`config.mk`:
```
export PLATFORM = sky130hd
export DESIGN_NAME = instr_fetch_unit_flat
export DESIGN_NICKNAME = d
export VERILOG_FILES = /design/src/rtl/instr_fetch_unit_if.sv /design/src/rtl/instr_fetch_unit.sv /design/src/flat_wrapper.sv
export SDC_FILE = /design/constraint.sdc
export NUM_CORES = 1
export LEC_CHECK = 0
export ABC_AREA = 0
export CAP_MARGIN = 20
export CORE_MARGIN = 10
export CORE_UTILIZATION = 45
export CTS_CLUSTER_DIAMETER = 80
export DETAILED_ROUTE_END_ITERATION = 7
export HOLD_SLACK_MARGIN = 0.12
export PLACE_DENSITY = 0.74
export SYNTH_ARGS = -nofsm -noshare
export SYNTH_HDL_FRONTEND = slang
export SYNTH_SLANG_ARGS = --single-unit
export TNS_END_PERCENT = 1
```
`constraint.sdc`:
```
create_clock -name clk -period 10.9 [get_ports clk]
set_clock_uncertainty 0.1 [all_clocks]
set_input_delay 2.18 -clock clk [delete_from_list [all_inputs] [get_ports clk]]
set_output_delay 2.18 -clock clk [all_outputs]
set_load 0.01 [all_outputs]
```
`src/rtl/instr_fetch_unit_if.sv`:
```
// ---------------------------------------------------------------------------
// instr_fetch_unit_if
//   Bundles the instruction-memory read port, the branch redirect input and
//   the decoder-facing valid/ready handshake of the instruction fetch unit.
//
//   master : the fetch unit (drives mem request, owns the decoder output)
//   slave  : the environment (memory returning data, branch unit, decoder)
//
//   mem_enable     read request to instruction memory this cycle
//   mem_addr       byte address of the request
//   mem_data       read data, valid one cycle after mem_enable
//   redirect_valid branch/jump taken: flush and refetch from redirect_addr
//   redirect_addr  new fetch PC
//   out_valid      fetched word available at FIFO head
//   out_ready      decoder accepts the head word this cycle
//   out_pc         address the head word was fetched from
//   out_instr      head word
// ---------------------------------------------------------------------------
interface instr_fetch_unit_if #(
  parameter int ADDR_WIDTH = 32,
  parameter int DATA_WIDTH = 48
);
  logic                  mem_enable;
  logic [ADDR_WIDTH-1:0] mem_addr;
  logic [DATA_WIDTH-1:0] mem_data;
  logic                  redirect_valid;
  logic [ADDR_WIDTH-1:0] redirect_addr;
  logic                  out_valid;
  logic                  out_ready;
  logic [ADDR_WIDTH-1:0] out_pc;
  logic [DATA_WIDTH-1:0] out_instr;

  modport master (
    output mem_enable,
    output mem_addr,
    input  mem_data,
    input  redirect_valid,
    input  redirect_addr,
    output out_valid,
    input  out_ready,
    output out_pc,
    output out_instr
  );

  modport slave (
    input  mem_enable,
    input  mem_addr,
    output mem_data,
    output redirect_valid,
    output redirect_addr,
    input  out_valid,
    output out_ready,
    input  out_pc,
    input  out_instr
  );
endinterface

```
`src/rtl/instr_fetch_unit.sv`:
```
// ---------------------------------------------------------------------------
// instr_fetch_unit
//   Reader side of the fixed-latency instruction RAM. Issues fetch requests
//   at fetch_pc, captures the returned word one cycle later together with its
//   PC, buffers it in a small prefetch FIFO and presents the FIFO head to the
//   decoder over valid/ready. A branch redirect flushes the FIFO, drops the
//   response in flight and restarts fetching at the redirect address.
//
//   clk  system clock, all state updates on posedge
//   rst  synchronous reset, active-high; overrides redirect and handshake
//   bus  instr_fetch_unit_if.master (memory port, redirect, decoder output)
//
//   No FSM: state is fetch_pc, a one-bit in-flight flag with the PC of the
//   outstanding request, and the FIFO pointers/count.
// ---------------------------------------------------------------------------
module instr_fetch_unit #(
  parameter int                    ADDR_WIDTH = 32,
  parameter int                    DATA_WIDTH = 48,
  parameter int                    STRIDE     = DATA_WIDTH / 8,
  parameter int                    DEPTH      = 2,
  parameter logic [ADDR_WIDTH-1:0] RESET_PC   = '0
) (
  input logic                  clk,
  input logic                  rst,
  instr_fetch_unit_if.master   bus
);

  localparam int CW = $clog2(DEPTH + 1);
  localparam int PW = (DEPTH > 1) ? $clog2(DEPTH) : 1;

  logic [ADDR_WIDTH-1:0] fetch_pc;
  logic [ADDR_WIDTH-1:0] inflight_pc;
  logic                  inflight;
  logic [CW-1:0]         count;
  logic [PW-1:0]         rd_ptr;
  logic [PW-1:0]         wr_ptr;
  logic [ADDR_WIDTH-1:0] pc_mem    [DEPTH];
  logic [DATA_WIDTH-1:0] instr_mem [DEPTH];

  logic                  out_valid;
  logic                  pop;
  logic                  push;
  logic                  issue;
  logic [CW:0]           credit;

  function automatic logic [PW-1:0] next_ptr(input logic [PW-1:0] p);
    if (p == PW'(DEPTH - 1)) return '0;
    return p + PW'(1);
  endfunction

  always_comb begin
    out_valid = !rst && (count != '0);
    pop       = out_valid && bus.out_ready;
    // The response arriving in a redirect cycle belongs to the old stream.
    push      = inflight && !bus.redirect_valid;
    // Credit counts buffered words plus the outstanding request; a word
    // leaving this cycle frees its slot for a new request immediately, which
    // is what gives one word per cycle with the minimum two-entry FIFO.
    credit    = {1'b0, count} + (CW+1)'(inflight) - (CW+1)'(pop);
    issue     = !rst && !bus.redirect_valid && (credit < (CW+1)'(DEPTH));
  end

  assign bus.mem_enable = issue;
  assign bus.mem_addr   = fetch_pc;
  assign bus.out_valid  = out_valid;
  assign bus.out_pc     = pc_mem[rd_ptr];
  assign bus.out_instr  = instr_mem[rd_ptr];

  always_ff @(posedge clk) begin
    if (rst) begin
      fetch_pc <= RESET_PC;
      inflight <= 1'b0;
      count    <= '0;
      rd_ptr   <= '0;
      wr_ptr   <= '0;
    end else begin
      inflight <= issue;
      if (bus.redirect_valid) begin
        fetch_pc <= bus.redirect_addr;
        count    <= '0;
        rd_ptr   <= '0;
        wr_ptr   <= '0;
      end else begin
        if (issue) fetch_pc <= fetch_pc + ADDR_WIDTH'(STRIDE);
        if (push)  wr_ptr   <= next_ptr(wr_ptr);
        if (pop)   rd_ptr   <= next_ptr(rd_ptr);
        count <= count + CW'(push) - CW'(pop);
      end
    end
  end

  // Datapath registers carry no reset: their contents are only observed
  // through out_valid/count and inflight, which are reset.
  always_ff @(posedge clk) begin
    if (issue) inflight_pc <= fetch_pc;
    if (push && !rst) begin
      pc_mem[wr_ptr]    <= inflight_pc;
      instr_mem[wr_ptr] <= bus.mem_data;
    end
  end

  a_no_overflow: assert property (@(posedge clk) disable iff (rst)
    !(push && !pop && (count == CW'(DEPTH))));

endmodule

```
`src/flat_wrapper.sv`:
```
// flat-port wrapper written by rule: the top's interface ports become plain ports
module instr_fetch_unit_flat 
#(
  parameter int                    ADDR_WIDTH = 32,
  parameter int                    DATA_WIDTH = 48,
  parameter int                    STRIDE     = DATA_WIDTH / 8,
  parameter int                    DEPTH      = 2,
  parameter logic [ADDR_WIDTH-1:0] RESET_PC   = '0
)
  (clk, rst, bus_mem_enable, bus_mem_addr, bus_mem_data, bus_redirect_valid, bus_redirect_addr, bus_out_valid, bus_out_ready, bus_out_pc, bus_out_instr);
  instr_fetch_unit_if #(.ADDR_WIDTH(ADDR_WIDTH), .DATA_WIDTH(DATA_WIDTH)) bus_i ();
  input logic clk;
  input logic rst;
  output wire logic [$bits(bus_i.mem_enable)-1:0] bus_mem_enable;
  output wire logic [$bits(bus_i.mem_addr)-1:0] bus_mem_addr;
  input wire logic [$bits(bus_i.mem_data)-1:0] bus_mem_data;
  input wire logic [$bits(bus_i.redirect_valid)-1:0] bus_redirect_valid;
  input wire logic [$bits(bus_i.redirect_addr)-1:0] bus_redirect_addr;
  output wire logic [$bits(bus_i.out_valid)-1:0] bus_out_valid;
  input wire logic [$bits(bus_i.out_ready)-1:0] bus_out_ready;
  output wire logic [$bits(bus_i.out_pc)-1:0] bus_out_pc;
  output wire logic [$bits(bus_i.out_instr)-1:0] bus_out_instr;
  assign bus_mem_enable = bus_i.mem_enable;
  assign bus_mem_addr = bus_i.mem_addr;
  assign bus_i.mem_data = bus_mem_data;
  assign bus_i.redirect_valid = bus_redirect_valid;
  assign bus_i.redirect_addr = bus_redirect_addr;
  assign bus_out_valid = bus_i.out_valid;
  assign bus_i.out_ready = bus_out_ready;
  assign bus_out_pc = bus_i.out_pc;
  assign bus_out_instr = bus_i.out_instr;
  instr_fetch_unit #(.ADDR_WIDTH(ADDR_WIDTH), .DATA_WIDTH(DATA_WIDTH), .STRIDE(STRIDE), .DEPTH(DEPTH), .RESET_PC(RESET_PC)) u_core (.clk(clk), .rst(rst), .bus(bus_i));
endmodule
```
### Word level (Yosys, flattened, before mapping)

Memories as Yosys holds them, arrays and structs flattened. A register that Yosys moved wholly into a read port is not among the register bits.
Index checks and enable logic that the tools add are counted.

| word-level totals | value |
|---|---|
| flip-flop bits (word level) | 69 |
| latch bits | 0 |
| bits in writable memories | 160 |
| bits in read-only memories | 0 |
| bits of input ports | 84 |
| logic and storage cells | 47 |
| memories | 2 |

Memories:

| memory | words | width | rd ports | clocked after memory_dff | wr ports | RTL line | text |
|---|---|---|---|---|---|---|---|
| u_core.instr_mem | 2 | 48 | 1 | 1 | 1 | instr_fetch_unit.sv:38 | `logic [DATA_WIDTH-1:0] instr_mem [DEPTH];` |
| u_core.pc_mem | 2 | 32 | 1 | 1 | 1 | instr_fetch_unit.sv:37 | `logic [ADDR_WIDTH-1:0] pc_mem [DEPTH];` |

| operators by class | value |
|---|---|
| add/subtract/negate cells | 7 |
| multipliers | 0 |
| divide/modulo/power cells | 0 |
| $lt $le $gt $ge | 1 |
| equal/unequal tests | 0 |
| shift operators | 0 |
| multiplexer cells | 20 |
| bitwise gates (word level) | 0 |
| reductions and logical operators | 11 |

Operators with widths:

| operator | count |
|---|---|
| 32-bit 2-to-1 mux | 2 |
| 32-bit by 3-bit adder with 32-bit output (second input constant) | 1 |
| 1-bit 2-to-1 mux | 18 |
| 1-bit logical AND | 6 |
| 2-bit nonzero test | 2 |
| 2-bit by 1-bit adder with 3-bit output | 1 |
| 3-bit by 2-bit < comparator with 1-bit output (second input constant) | 1 |
| 3-bit by 1-bit subtractor with 3-bit output | 1 |
| 1-bit adder (second input constant) | 2 |
| 2-bit by 1-bit adder with 2-bit output | 1 |
| 1-bit zero test | 2 |
| 2-bit OR reduction | 1 |
| 2-bit by 1-bit subtractor with 2-bit output | 1 |

### Longest topological paths before layout

Gate-level depths: netlist (run 1).

| depth | value |
|---|---|
| depth after elaboration | 9 |
| gate-level depth with buffers | 12 |
| gate-level depth less buffers | 12 |

### Least setup slack after synthesis (run 1)

Ideal clock, no wire load.

| timing path | value |
|---|---|
| kind | input to register |
| start point | input port bus_redirect_valid |
| end point | memory u_core.instr_mem[0][0], enable pin |
| arrival | 10345 ps |
| required time | 10084 ps |
| setup slack | -261 ps |
| cell stages on the path | 4 |
| path buffers | 3 |
| path through | clkbuf_1 > clkbuf_1 > clkbuf_1 > nor4_1 |

| between the ends | value |
|---|---|
| cells in the longest elaborated chain, start to end | 5 |

RTL lines:

| what | RTL line | text |
|---|---|---|
| start: declaration | flat_wrapper.sv:17 | `input wire logic [$bits(bus_i.redirect_valid)-1:0] bus_redirect_valid;` |
| 1-bit zero test | instr_fetch_unit.sv:55 | `push = inflight && !bus.redirect_valid;` |
| 1-bit logical AND | instr_fetch_unit.sv:55 |  |
| 1-bit logical AND | instr_fetch_unit.sv:96 | `if (push && !rst) begin` |
| 1-bit 2-to-1 mux | instr_fetch_unit.sv:96 |  |
| 1-bit 2-to-1 mux (implied by the code) | instr_fetch_unit.sv:98 | `instr_mem[wr_ptr] <= bus.mem_data;` |
| end: declaration | instr_fetch_unit.sv:38 |  |

No other way between the ends.

### Worst setup path in the final report (run 1)

| timing path | value |
|---|---|
| start point | input port rst |
| end point | output port bus_mem_enable |

| between the ends | value |
|---|---|
| cells in the longest elaborated chain, start to end | 6 |
| elaborated cells between the ends (all ways) | 7 |
| classes of those cells | add/sub: 1; order compare: 1; reduce/logical: 5 |

RTL lines:

| what | RTL line | text |
|---|---|---|
| start: declaration | flat_wrapper.sv:13 | `input logic rst;` |
| 1-bit zero test | instr_fetch_unit.sv:52 | `out_valid = !rst && (count != '0);` |
| 1-bit logical AND | instr_fetch_unit.sv:52 |  |
| 1-bit logical AND | instr_fetch_unit.sv:53 | `pop = out_valid && bus.out_ready;` |
| net u_core.pop | instr_fetch_unit.sv:41 | `logic pop;` |
| 3-bit by 1-bit subtractor with 3-bit output | instr_fetch_unit.sv:59 | `credit = {1'b0, count} + (CW+1)'(inflight) - (CW+1)'(pop);` |
| 3-bit by 2-bit < comparator with 1-bit output | instr_fetch_unit.sv:60 | `issue = !rst && !bus.redirect_valid && (credit < (CW+1)'(DEPTH));` |
| 1-bit logical AND | instr_fetch_unit.sv:60 |  |
| end: declaration | flat_wrapper.sv:14 | `output wire logic [$bits(bus_i.mem_enable)-1:0] bus_mem_enable;` |

The timed path passes the listed nets, and every way through them passes these cells.

==> results of run 1 <==
cell type report:
type,instances,area (µm²)
fill,1453,7350
sequential,230,6530
multi-input combinational,295,2340
timing repair buffer,204,2060
clock buffer,28,647
tap,265,332
clock inverter,15,223
inverter,10,37.5
logic make-up (layout without fill, tap and decap cells):
family	after synthesis	after routing	share of synthesized area [%]
flops	230	230	72.6
compound gates	77	77	5.55
simple gates	115	115	7.52
xor+xnor	14	14	1.45
mux	84	84	10.5
fa+ha+maj	5	5	0.780
buf+inv	35	257	1.60
synthesized netlist by cell type (2+ instances only):
library cell	count
and3_1	3
nor2_1	21
buf_2	4
a21o_1	2
mux2_1	2
dfxtp_1	38
o21ai_1	3
nor4_2	3
nor4_1	6
xor2_1	5
nor3_1	12
a221oi_1	2
inv_1	8
and2_1	12
o21ai_0	4
nand4_2	3
nand3_2	2
a32oi_1	2
mux2_2	80
a222oi_1	2
edfxtp_1	192
nand3_1	8
clkbuf_1	19
ha_1	4
nor4_4	2
o31a_1	2
mux2i_1	2
nand4_1	8
a31oi_1	15
a21oi_1	23
nand2_1	24
xnor2_1	8
o211ai_1	6
o22ai_1	9
path summary, 6_finish.rpt:
path / to / slack [ns] / depth (start not counted)
min: u_core.pc_mem[0][18]$_DFFE_PP_ / 0.34 / 0
min reg2reg: u_core.pc_mem[0][18]$_DFFE_PP_ / 0.34 / 0
max reg2reg: u_core.bus.mem_addr[27]$_SDFFE_PP0P_ / 6.82 / 13
max: bus_mem_enable / 2.60 / 11
where the power goes:
part / switching (mW) / internal (mW) / leakage (nW)
combinational: 0.0533 / 0.0687 / 1.52
clock: 0.319 / 0.565 / 0.433
sequential: 0.0223 / 0.976 / 2.07
total: 0.394 / 1.61 / 4.03
critical path: stages:
cell,delay [ns]
clkdlybuf4s50_1,0.45
buf_4,0.38
nor2_1,0.12
and2_1,0.23
ha_1,0.30
nand2b_1,0.15
fa_1,0.42
xnor2_2,0.29
nand3_2,0.69
inv_2,0.21
clkdlybuf4s50_1,0.57
flip-flops by register name (all words and copies together) (netlist names), named ones only:
register             cells
u_core.pc_mem           64
u_core.rd_ptr            1
u_core.bus.mem_addr     32
u_core.inflight          1
u_core.instr_mem        96
u_core.count             2
u_core.wr_ptr            1
u_core.inflight_pc      32
placed cells by master, fill, tap and decap left out, types with 12 or more instances in the layout:
master	instances
clkdlybuf4s50_1	197
edfxtp_1	192
mux2_2	80
dfxtp_1	37
clkbuf_16	25
nand2_1	24
a21oi_1	23
nor2_1	21
a31oi_1	15
and2_1	12
nor3_1	12
metal layers:
| layer | up-vias | wire length, µm | global-route usage [%] |
|---|---|---|---|
| li1 | 2588 | - | - |
| met3 | 24 | 1770 | 4.37 |
| met2 | 270 | 10200 | 25.4 |
| met5 | - | 0 | 0 |
| met1 | 2723 | 9360 | 21.0 |
| met4 | 0 | 282 | 3.64 |
==> key figures, run 1 <==
Status
  • Status: finished clean

Layout
  • Non-Filler Instances: 1047
  • Nets: 854
  • # diodes: 0
  • Final Core Density: 62.3%
  • Area grow syn2layout: 35.4%
  • Layout cells sized above 1: between 10% and 20%
  • Fin area: approximately 12000 µm²

Timing
  • Max Clock Freq: around 0.12 GHz
  • Final worst setup slack: 2.60 ns
  • Setup TNS: 0 ns
  • Max Slew Vio Count: 0
  • Worst Hold Slack: 0.343 ns
  • RSZ-0062 raised after global routing: false
  • Final period util: 76.2%
  • Tmin final: 8.30 ns
  • # setup viols final: 0
  • Final hold vios: 0
  • Slew headroom: 45.2%
  • Worst slew pin tran: about 0.82 ns

Critical path
  • Crit path required time: 8.62 ns
  • Crit path from: rst
  • CP arrival: approximately 6.0 ns
  • Critical Path End Type: output port
  • Max FO, Critical Path: 41
  • Critical path class: in -> out
  • CP Launch Type: input port
  • Reg2Reg Launch Point: u_core.count[1]$_SDFF_PN0_

Placed design
  • Post-placement cell count: 1002
  • Placer Congestion: approximately 0.85
  • Place WS: ~2.7 ns
  • Detailed placement HPWL: around 14000 µm
  • Port bufs: just under 200
  • Placed cell area: 11200 µm²

Logic synthesis
  • Distinct cells, synth: 58
  • Biggest area consumer among synthesized cells: edfxtp_1
  • Syn Nets: 649
  • Synthesized area: between 8000 and 9000 µm²
  • Synth top area share: ~64%
  • Post-synth EDFFs: approximately 190
  • Top_reg_cell synth: edfxtp_1
  • Cells after synthesis: 560
  • Yosys warns: 0
  • Ys async rst share: 0%
  • Sequential area share after synthesis: around 73%
  • Post-synthesis register bit count: between 200 and 250
  • Synth area leaders: edfxtp_1, mux2_2, dfxtp_1, a21oi_1, a31oi_1
  • Syn avg cell area: 16.1 µm²

Clocking
  • Clock latency on the worst-skew pair: around 0.51 ns
  • TritonCTS Sinks: 230
  • CTS Buf Count: 24
  • Post-CTS Setup Bufs: 0
  • CTS root buf: clkbuf_16
  • Hold Buf Count CTS: 0
  • CTS H-tree depth: 1
  • CTS tree: built
  • Max Root-Sink Buffers: 3
  • Reg clk slew, reported paths: 0.06 ns
  • Post-CTS sizing: 0

Hold path
  • Worst hold path class: reg -> reg
  • Hold path startpoint: u_core.inflight_pc[18]$_DFFE_PP_

Route
  • # DRC: 0
  • Routed via count: 5605
  • Post-Route WL: approximately 22000 µm
  • Post-route ant nets: 0
  • Drt wl/cell: between 20 and 25 µm
  • DRT iter0 DRCs: between 500 and 600
  • Drt first pass iters: 5
  • Via density: about 5.4

Floorplanning
  • Die Width: 161 µm
  • Core Footprint: between 15000 and 20000 µm²
  • Row cnt: about 50
  • Die area: 26000 µm²
  • Initial Utilization: between 40 and 50%
  • Die height: between 150 and 200 µm
  • I/O pins: 198

Pwr
  • Pleak: a little over 4 nW
  • PD cells: roughly 160 nW/µm²
  • Maximum vdd drop: around 100 µV
  • Tot Pwr: ~2 mW

GRT
  • Largest net degree at the start of global routing: a little over 80
  • Vias in the first global route: just under 6000
  • Gr ovfl total: 0
  • Initial antenna violation count: 0
  • GRT Resource Usage Total: 15.8%
  • First-pass GRT wire length: 33300 µm

Run
  • Max Cap Viol: 0
(Power assumes the default switching activity.)
==> run 2: changes to the inputs <==
Settings changed: PLACE_DENSITY 0.74 to 0.71.
Clock period 10.9 ns to 7.9 ns, I/O delays scaled along.
==> run 2 against run 1 <==
  * Sequential share of layout area up 0.13 points
  * Worst setup slack got worse by 1.1 ns
  * Register-to-register slack got worse by 2.4 ns
  * Utilization shrank 0.15 points
  * Global-route usage increased by 0.085 points
  * Sequential cell count unchanged
  * Critical endpoint unchanged
==> key figures, run 2 (synthesis gave the netlist of run 1 again) <==
Route
  • Via density: 5.31
  • Routed via count: approximately 5600
  • Drt wl/cell: ~20 µm
  • Post-route ant nets: 0
  • DRT iter0 DRCs: a little over 500
  • Drt first pass iters: 6
  • # DRC: 0
  • Post-Route WL: roughly 22000 µm

Layout
  • Largest register FFs: 96
  • Filler cell count: around 1500
  • Largest Register: u_core.instr_mem
  • Area grow syn2layout: 35.1%
  • # diodes: 0
  • Largest registers: u_core.instr_mem (96), u_core.pc_mem (64)
  • Multi-input combinational cell area: 2340 µm²
  • Most common cell after layout, fill and taps aside: clkdlybuf4s50_1
  • Register area: approximately 6500 µm²
  • Layout cells sized above 1: a little under a fifth
  • Nets: 856
  • Final Core Density: approximately 62%
  • Most frequent cells in the layout: clkdlybuf4s50_1, edfxtp_1, mux2_2

Critical path
  • Crit path required time: ~6.2 ns
  • Worst path most repeated cell: clkdlybuf4s50_1
  • CP Launch Type: input port
  • R2R Setup Slk: 4.45 ns
  • CP max stage delay: 0.54 ns
  • CP arrival: 4.72 ns
  • Delay-heaviest family, CP: buffers and inverters
  • Worst Path Buf+Inv: 4
  • Critical Path End Type: output port
  • Worst-path cell chain: clkdlybuf4s50_1, buf_4, nor2_1, and2_1, ha_1, nand2b_1, fa_1, xnor2_2, nand3_2, inv_2, clkdlybuf4s50_1
  • Critical path class: in -> out
  • Max FO, Critical Path: 40
  • CP max stage cell: clkdlybuf4s50_1

Placed design
  • Placer Congestion: just under 0.9
  • Place WS: 1.51 ns
  • Detailed placement HPWL: ~14000 µm
  • Port bufs: a little under 200

Clocking
  • Hold Buf Count CTS: 0
  • CTS Buf Count: 24
  • Post-CTS sizing: 0
  • CTS root buf: clkbuf_16
  • Max Root-Sink Buffers: 3
  • CTS H-tree depth: 1
  • TritonCTS Sinks: 230
  • Reg clk slew, reported paths: roughly 0.06 ns
  • Clock latency on the worst-skew pair: between 0.5 and 0.6 ns
  • Post-CTS Setup Bufs: 0
  • CTS tree: built

Timing
  • Worst slew pin tran: 0.610 ns
  • Final hold vios: 0
  • Max Clock Freq: approximately 0.16 GHz
  • Max Slew Vio Count: 0
  • Setup TNS: 0 ns
  • # setup viols final: 0
  • Tmin final: about 6.4 ns
  • RSZ-0062 raised after global routing: false
  • Final worst setup slack: approximately 1.5 ns
  • Final period util: between 80% and 90%
  • Slew headroom: 59.2%

Floorplanning
  • I/O pins: 198
  • Core Footprint: 19500 µm²
  • Initial Utilization: 46.0%
  • Die area: 26000 µm²
  • Die Width: ~160 µm
  • Die height: 161 µm
  • Row cnt: 51

GRT
  • Largest net degree at the start of global routing: 81
  • Vias in the first global route: between 5000 and 6000
  • First-pass GRT wire length: 33500 µm
  • Gr ovfl total: 0
  • GRT Resource Usage Total: between 10% and 20%
  • Initial antenna violation count: 0

Hold path
  • Worst hold path class: reg -> reg

Pwr
  • Pleak: ~4 nW
  • Tot Pwr: 2.68 mW
  • Maximum vdd drop: ~150 µV
  • PD cells: approximately 220 nW/µm²

Run
  • Max Cap Viol: 0

Status
  • Status: finished clean
==> run 2: cell types whose count changed in the layout (fill, tap and decap cells not counted) <==
cell	previous run	this run
buf_16	2	3
buf_4	5	6
bufinv_16	6	3
clkbuf_1	2	5
clkinv_1	3	4
clkinv_2	7	4
clkinv_4	0	2
clkinvlp_4	0	1
==> run 2: path summary, 6_finish.rpt <==
check,end,cells past startpoint,startpoint
max,bus_mem_enable,11,rst
min,u_core.pc_mem[0][5]$_DFFE_PP_,0,u_core.inflight_pc[5]$_DFFE_PP_
max reg2reg,u_core.bus.mem_addr[19]$_SDFFE_PP0P_,12,u_core.count[1]$_SDFF_PN0_
min reg2reg,u_core.pc_mem[0][5]$_DFFE_PP_,0,u_core.inflight_pc[5]$_DFFE_PP_
==> run 2: worst reg2reg max path, cell delays in order (launching register included) <==
cell      delay, ns
dfxtp_1        0.47
nor2_1         0.08
nor2_1         0.12
and2_1         0.24
ha_1           0.26
nand2b_1       0.17
fa_1           0.42
xnor2_2        0.27
nand3_2        0.15
buf_4          0.29
nor4_1         0.32
mux2_1         0.35
a21oi_1        0.13
==> run 2: layout make-up <==
class / instances / area share [%]
multi-input cells: 295 / 19.3
repair buffers: 206 / 17.3
well taps: 265 / 2.73
clock inverters: 13 / 1.21
clock buffers: 31 / 5.42
flip-flops and latches: 230 / 53.8
inverters: 10 / 0.309
==> run 2: power by group <==
group	switching, mW	leakage (nW)	internal [mW]
logic	0.0740	1.54	0.0952
registers	0.0295	2.07	1.35
clock network	0.447	0.392	0.687
==> run 2: through the flow <==
stage / area [µm²] / std cells / hold WS [ns]
after global placement: 11300 / 1003 / 0.323
after CTS: 12100 / 1047 / 0.343
after detailed placement: 11300 / 1003 / 0.329
after floorplan: 8990 / 560 / 0.321
after global routing: 12100 / 1050 / 0.349
final: 12100 / 1050 / 0.343
==> run 2: metal layers <==
layer  global-route usage, %  wire, µm
met5                       0         0
met4                    4.14       467
met3                    4.86      1730
met2                    24.7      9880
met1                    21.4      9440
==> run 3: changes to the inputs <==
Settings changed: PLACE_DENSITY 0.71 to 0.74.
Clock period 7.9 ns to 5.5 ns, I/O delays scaled along.
==> run 3 against run 2 <==
  * Critical path depth down 1
  * Via count up 0.34%
  * Non-clock buffer count down 1
  * Total power up 39%
  * Cell area down 0.58%
  * Register-to-register slack worse by 2.3 ns
  * Final cell count about the same
  * Die area unchanged
  * Sequential share of layout area up 0.31 points
  * Largest power group unchanged
  * Clock power up 35%
  * Count of clock-buffer cells in the layout up 6
==> key figures, run 3 (synthesis gave the netlist of run 1 again) <==
GRT
  • First-pass GRT wire length: roughly 33000 µm
  • Largest net degree at the start of global routing: between 80 and 90
  • GRT busiest layer: met2
  • Initial antenna violation count: 0
  • Met2 usage: around 25%
  • Met3 usage: 4.52%
  • Vias in the first global route: 5703
  • GRT Resource Usage Total: ~16%
  • M1 GR Usage: 21.3%
  • Gr ovfl total: 0

Clocking
  • CTS H-tree depth: 1
  • Reg clk slew, reported paths: around 0.06 ns
  • CTS tree: built
  • CTS Buf Count: 24
  • Max Root-Sink Buffers: 3
  • Clock latency on the worst-skew pair: 0.50 ns
  • Post-CTS sizing: 0
  • Post-CTS Setup Bufs: 0
  • CTS root buf: clkbuf_16
  • Hold Buf Count CTS: 0
  • TritonCTS Sinks: between 200 and 250

Route
  • DRT iter0 DRCs: around 470
  • Routed via count: about 5600
  • Post-Route WL: 21600 µm
  • Post-route ant nets: 0
  • # DRC: 0
  • Via density: 5.33
  • Drt wl/cell: about 21 µm
  • Drt first pass iters: 7

Critical path
  • Worst path most repeated cell: clkdlybuf4s50_1
  • Critical Path End Type: output port
  • Reg2reg path depth: 12
  • Delay-heaviest family, CP: buffers and inverters
  • Levels on crit path: 10
  • CP max stage delay: around 0.54 ns
  • CP max stage cell: clkdlybuf4s50_1
  • CP Launch Type: input port
  • Critical path class: in -> out
  • Crit path required time: around 4.3 ns
  • Worst Path Buf+Inv: 3
  • Worst-path cell chain: clkdlybuf4s50_1, nor2_1, and2_1, ha_1, nand2b_1, fa_1, xnor2_2, nand3_2, inv_2, clkdlybuf4s50_1
  • CP arrival: between 3 and 4 ns
  • Max FO, Critical Path: 4

Layout
  • # diodes: 0
  • Non-Filler Instances: about 1000
  • Area grow syn2layout: 34.3%
  • Largest register FFs: 96
  • Register area: 6530 µm²
  • Most frequent cells in the layout: clkdlybuf4s50_1, edfxtp_1, mux2_2
  • Layout cells sized above 1: roughly 18%
  • Filler cell count: 1489
  • Final Core Density: around 60%
  • Most common cell after layout, fill and taps aside: clkdlybuf4s50_1
  • Multi-input combinational cell area: around 2300 µm²
  • Largest Register: u_core.instr_mem
  • Largest registers: u_core.instr_mem (96), u_core.pc_mem (64)
  • Nets: approximately 860

Pwr
  • Pleak: 3.96 nW
  • Maximum vdd drop: between 200 and 250 µV
  • PD cells: slightly above 300 nW/µm²

Timing
  • Worst Hold Slack: 0.335 ns
  • Max Slew Vio Count: 0
  • RSZ-0062 raised after global routing: false
  • Final worst setup slack: about 0.62 ns
  • Setup TNS: 0 ns
  • Final hold vios: 0
  • # setup viols final: 0
  • Slew headroom: between 50% and 60%
  • Worst slew pin tran: ~0.66 ns
  • Max Clock Freq: just over 0.2 GHz
  • Final period util: 88.8%
  • Tmin final: slightly below 5 ns

Floorplanning
  • I/O pins: between 150 and 200
  • Die area: roughly 26000 µm²
  • Initial Utilization: roughly 46%
  • Row cnt: 51
  • Core Footprint: between 15000 and 20000 µm²
  • Die height: approximately 160 µm
  • Die Width: 161 µm

Placed design
  • Detailed placement HPWL: 14400 µm
  • Placer Congestion: 0.872
  • Place WS: 0.597 ns
  • Post-placement cell count: about 1000
  • Port bufs: 197

Hold path
  • Worst hold path class: reg -> reg
  • Hold-critical path depth: 0

Status
  • Status: finished clean

Run
  • Max Cap Viol: 0
run 3: changes by cell type in the layout (fill, tap and decap cells not counted):
cell,change
clkinv_4,-2
clkinv_1,-2
clkbuf_1,+6
bufinv_16,-2
buf_4,-1
run 3: report_power, final:
group / leakage, nW / switching [mW] / total, mW / internal (mW)
clock: 0.360 / 0.618 / 1.52 / 0.897
sequential: 2.07 / 0.0420 / 1.98 / 1.94
combinational: 1.53 / 0.108 / 0.244 / 0.137
total: 3.96 / 0.767 / 3.74 / 2.97
run 3: per-layer routing:
| metal | routed length (µm) | up-vias |
|---|---|---|
| met1 | 9400 | 2701 |
| met4 | 489 | 0 |
| met5 | 0 | - |
| met3 | 1710 | 47 |
| met2 | 10000 | 254 |
| li1 | - | 2588 |
run 3: cell type report:
type / instances / share of cell area [%]
Clock inverter: 7 / 0.508
Timing Repair Buffer: 205 / 17.3
Inverter: 10 / 0.311
Clock buffer: 37 / 5.64
Sequential cell: 230 / 54.1
Tap cell: 265 / 2.75
Multi-Input combinational cell: 295 / 19.4
run 3: path summary, 6_finish.rpt:
| check | startpoint | end | slack (ns) |
|---|---|---|---|
| worst max-delay path | rst | bus_mem_enable | 0.62 |
| worst min-delay path | u_core.inflight_pc[14]$_DFFE_PP_ | u_core.pc_mem[0][14]$_DFFE_PP_ | 0.34 |
| worst max register to register | u_core.count[1]$_SDFF_PN0_ | u_core.bus.mem_addr[19]$_SDFFE_PP0P_ | 2.14 |
| worst min register to register | u_core.inflight_pc[14]$_DFFE_PP_ | u_core.pc_mem[0][14]$_DFFE_PP_ | 0.34 |
run 3: metrics by stage:
stage                     cell area [µm²]  total power, mW
after floorplan                      9000             2.10
after global placement              11200             2.25
after detailed placement            11200             2.26
after CTS                           12000             3.79
after global routing                12100             3.88
final                               12100             3.74
==> edit 1, RTL diff (config.mk and constraints of run 2) <==
`DEPTH` is set to 2 in 2 places; all go to 1.
--- a/src/rtl/instr_fetch_unit.sv
+++ b/src/rtl/instr_fetch_unit.sv
@@ -17,7 +17,7 @@
   parameter int                    ADDR_WIDTH = 32,
   parameter int                    DATA_WIDTH = 48,
   parameter int                    STRIDE     = DATA_WIDTH / 8,
-  parameter int                    DEPTH      = 2,
+  parameter int                    DEPTH      = 1,
   parameter logic [ADDR_WIDTH-1:0] RESET_PC   = '0
 ) (
   input logic                  clk,
--- a/src/flat_wrapper.sv
+++ b/src/flat_wrapper.sv
@@ -4,7 +4,7 @@
   parameter int                    ADDR_WIDTH = 32,
   parameter int                    DATA_WIDTH = 48,
   parameter int                    STRIDE     = DATA_WIDTH / 8,
-  parameter int                    DEPTH      = 2,
+  parameter int                    DEPTH      = 1,
   parameter logic [ADDR_WIDTH-1:0] RESET_PC   = '0
 )
   (clk, rst, bus_mem_enable, bus_mem_addr, bus_mem_data, bus_redirect_valid, bus_redirect_addr, bus_out_valid, bus_out_ready, bus_out_pc, bus_out_instr);
Behaviour: not the same (a bounded check fails within 4 cycles, from zero or initial values and one cycle with rst high).
==> edit 1 against run 2 <==
- maximum frequency up 5.6%
- critical path depth unchanged
- routed wire length fell by 34%
- cell area shrank 33%
- setup slack better by 0.34 ns
- sequential cell count decreased by 84
- synthesized cell count shrank 35%
- total power fell by 33%
- global-route usage grew 1.1 points
- area after synthesis fell by 40%
==> edit 1: results (changes against run 2) <==
status: "completed"
relSlewSlack: 0.309  # -0.283
dr_wl_met2_mm: 7.03  # -29%
syn_nets: 451  # -31%
p_leak_nw: 2.72  # -32%
ys_top_cells_by_count: "edfxtp_1, dfxtp_1, nand2_1"
cts_max_level: 4  # +3
drt-vias-per-instance: 5.31  # about the same
grtUsageMet3: 0.0710  # +0.0224
routed-wl-met3_mm: 1.45  # -16%
fillCellCount: 834  # -43%
ys_top_cells_by_area: "edfxtp_1, dfxtp_1, xnor2_1, nand2_1, a31oi_1"
irDropWorstVdd_mv: 0.151  # -1.2%
clkLatencyLatePin_ns: 0.41  # -0.10 ns
r2r_cells: 11  # -1
largest_reg_flops: 48  # -50%
grt_util_all_layers: 0.170  # +0.0107
synth_fa_ha_area_frac: 0.00697  # -0.000822
grt_pass1_vias: 3902  # -32%
antenna_found_initial: 1  # +1
yosysSeqAreaShare: 0.751  # +0.0252
crit_arrival_ns: 4.38  # -0.34 ns
cts_buffers: 17  # -29%
avgRoutedWirePerCell_um: 19.5  # -4.6%
cp_max_fo: 38  # -5.0%
cts_buffer_depth: 2  # -1
synth_edf_count: 112  # -42%
edit 1: cell types whose count changed after synthesis, sizes merged, moves of 6 or more:
cell	run 2	this run
a211oi	0	6
a21oi	23	13
clkbuf	19	12
edfxtp	192	112
mux2	82	2
nand2	24	31
nor2	22	11
xnor2	9	15
edit 1: worst paths after layout:
kind | startpoint | slack [ns] | end
setup / recovery | rst | 1.84 | bus_mem_enable
hold / removal | u_core.inflight_pc[18] | 0.32 | u_core.pc_mem[0][18]
setup reg to reg | u_core.count | 4.94 | u_core.bus.mem_addr[17]
hold reg to reg | u_core.inflight_pc[18] | 0.32 | u_core.pc_mem[0][18]
edit 1: through the flow:
stage	hold WS, ns	cell area [um2]	util	cells
6_report	0.318	8100	0.700	729
5_1_grt	0.326	8100	0.700	729
4_1_cts	0.319	8090	0.700	728
3_5_place_dp	0.305	7530	0.651	696
3_3_place_gp	0.301	7530	0.651	696
2_1_floorplan	0.300	5390	-	364
edit 1: final cells by class:
cell class,instances,area [um2],share of cell area
Antenna cell,1,2.50,0.000309
Clock buffer,19,433,0.0535
Clock inverter,13,129,0.0159
Inverter,13,48.8,0.00603
Multi-Input combinational cell,192,1250,0.155
Sequential cell,146,4040,0.499
Tap cell,143,179,0.0221
Timing Repair Buffer,202,2010,0.248
edit 1: worst register-to-register path, delay by kind of cell, from the launching register on:
kind,cells,cell delay [ns]
xor gates and xnor gates,1,0.33
adders and majority gates,2,0.47
DFF,1,0.32
buffers and inverters,2,0.30
AOI/OAI and AO/OA,1,0.18
and+or+nand+nor,5,1.20
edit 1: power breakdown:
part / switching (mW) / internal [mW] / total (mW)
sequential: 0.0251 / 0.859 / 0.884
combinational: 0.0619 / 0.0845 / 0.146
clock: 0.315 / 0.438 / 0.754
==> edit 2, RTL diff (settings of run 2) <==
Without the edit above. Make the reset (`rst`) asynchronous in one clocked block. Comments in the files are not updated.
--- a/src/rtl/instr_fetch_unit.sv
+++ b/src/rtl/instr_fetch_unit.sv
@@ -66,7 +66,7 @@
   assign bus.out_pc     = pc_mem[rd_ptr];
   assign bus.out_instr  = instr_mem[rd_ptr];
 
-  always_ff @(posedge clk) begin
+  always_ff @(posedge clk or posedge rst) begin
     if (rst) begin
       fetch_pc <= RESET_PC;
       inflight <= 1'b0;
Formal check against the unedited RTL: differs if rst is asserted again (counterexample within 4 cycles, from zero or initial values and one cycle with rst high); with rst held inactive, the same outputs for 4 cycles.
==> edit 2 against run 2 <==
- via count shrank 1.4%
- cell area shrank 0.91%
- synthesized cell count decreased by 5.7%
- cell count decreased by 2.9%
- setup slack better by 0.017 ns
- core utilization shrank 0.36 points
- sequential cell count fell by 1
- routed wire length decreased by 2.0%
- highest routed layer unchanged
- area after synthesis down 0.86%
Power is not compared: it rests on default switching activity, and its combinational part moved more than twofold at a synthesized area within 25%.
==> edit 2: results (changes against run 2) <==
drtIter0Drc: 457  # -9.1%
async_flop_share: 0.162  # +0.162
grtUsageMet3: 0.0514  # +0.00283
wl_met1_mm: 9.09  # -3.7%
grt_use_met2: 0.248  # +0.00159
grt_max_degree: 82  # +1.2%
yosysSeqAreaShare: 0.751  # +0.0249
worst_path_largest_cell_delay_ns: 0.58  # +0.04 ns
multi_input_area_um2: 2120  # -9.4%
syn_nets: 617  # -4.9%
clock-sinks: 229  # -0.43%
drive_gt1_frac: 0.174  # -0.0112
worstMarginPinSlew_ns: 1.06  # +0.455 ns
drt-total-wl_mm: 21.1  # -2.0%
grt_pass1_wl_mm: 32.5  # -2.8%
ys_top_cells_by_area: "edfxtp_1, dfrtp_1, mux2_2, nand2_1, o311ai_0"
avgRoutedWirePerCell_um: 20.7  # +0.92%
crit_arrival_ns: 4.71  # about the same
netlist-cell-type-count: 41  # -29%
antenna_cells: 0  # unchanged
post_cts_resized: 0  # unchanged
seq-cell-share: 0.556  # +0.0186
bufAreaShareNonClock: 0.170  # -0.00299
fillCellCount: 1455  # -0.68%
dr_wl_met2_mm: 9.67  # -2.2%
status: "completed"
multi_input_gates: 268  # -9.2%
ys_top_cells_by_count: "edfxtp_1, mux2_2, nand2_1"
placed_area_um2: 11200  # -0.48%
dp_hpwl_mm: 14.3  # -0.38%
powerClk_mw: 1.11
cp_max_fo: 30  # -25%
r2r_cells: 14  # +2
nNonClkBuffers: 204  # -0.97%
met1_usage: 0.202  # -0.0122
grt_pass1_vias: 5729  # -0.087%
fin_area_um2: 12000  # -0.91%
routed-wl-met3_mm: 1.92  # +11%
design.core.area_um2: 19500  # -0.33%
grt_util_all_layers: 0.156  # -0.00283
dp_cells: 975  # -2.8%
num-clock-buffers: 39  # +26%
clock_area_frac: 0.0668  # +0.000502
irDropWorstVdd_mv: 0.154
place_congestion: 0.855  # -2.4%
drt-vias-per-instance: 5.38  # +1.5%
synth_area_per_cell_um2: 16.9  # +5.1%
dr.pass1.iters: 5  # -1
-- edit 2: changes by cell type after synthesis, moves of 10 or more --
cell	before	now
a21oi_1	23	4
a221o_1	0	10
a31oi_1	15	4
dfrtp_1	0	37
dfxtp_1	38	0
nand2_1	24	38
nor3_1	12	2
o311ai_0	1	15
-- edit 2: kinds of logic after synthesis --
logic type      count (synthesis)  synth area share
compound gates                 58            0.0484
buf+inv                        31            0.0135
flops                         229             0.751
fa+ha+maj                       5           0.00786
mux                            86             0.108
xor+xnor                        5           0.00492
simple gates                  114            0.0663
-- edit 2: final timing paths --
kind / from / to / slack, ns
min: u_core.inflight_pc[29] / u_core.pc_mem[1][29] / 0.35
min in group asynchronous: rst / u_core.count[1] / 1.59
max in group asynchronous: rst / u_core.rd_ptr / 5.73
min reg2reg: u_core.inflight_pc[29] / u_core.pc_mem[1][29] / 0.35
max: rst / bus_mem_enable / 1.51
max reg2reg: u_core.count[1] / u_core.bus.mem_addr[19] / 3.65
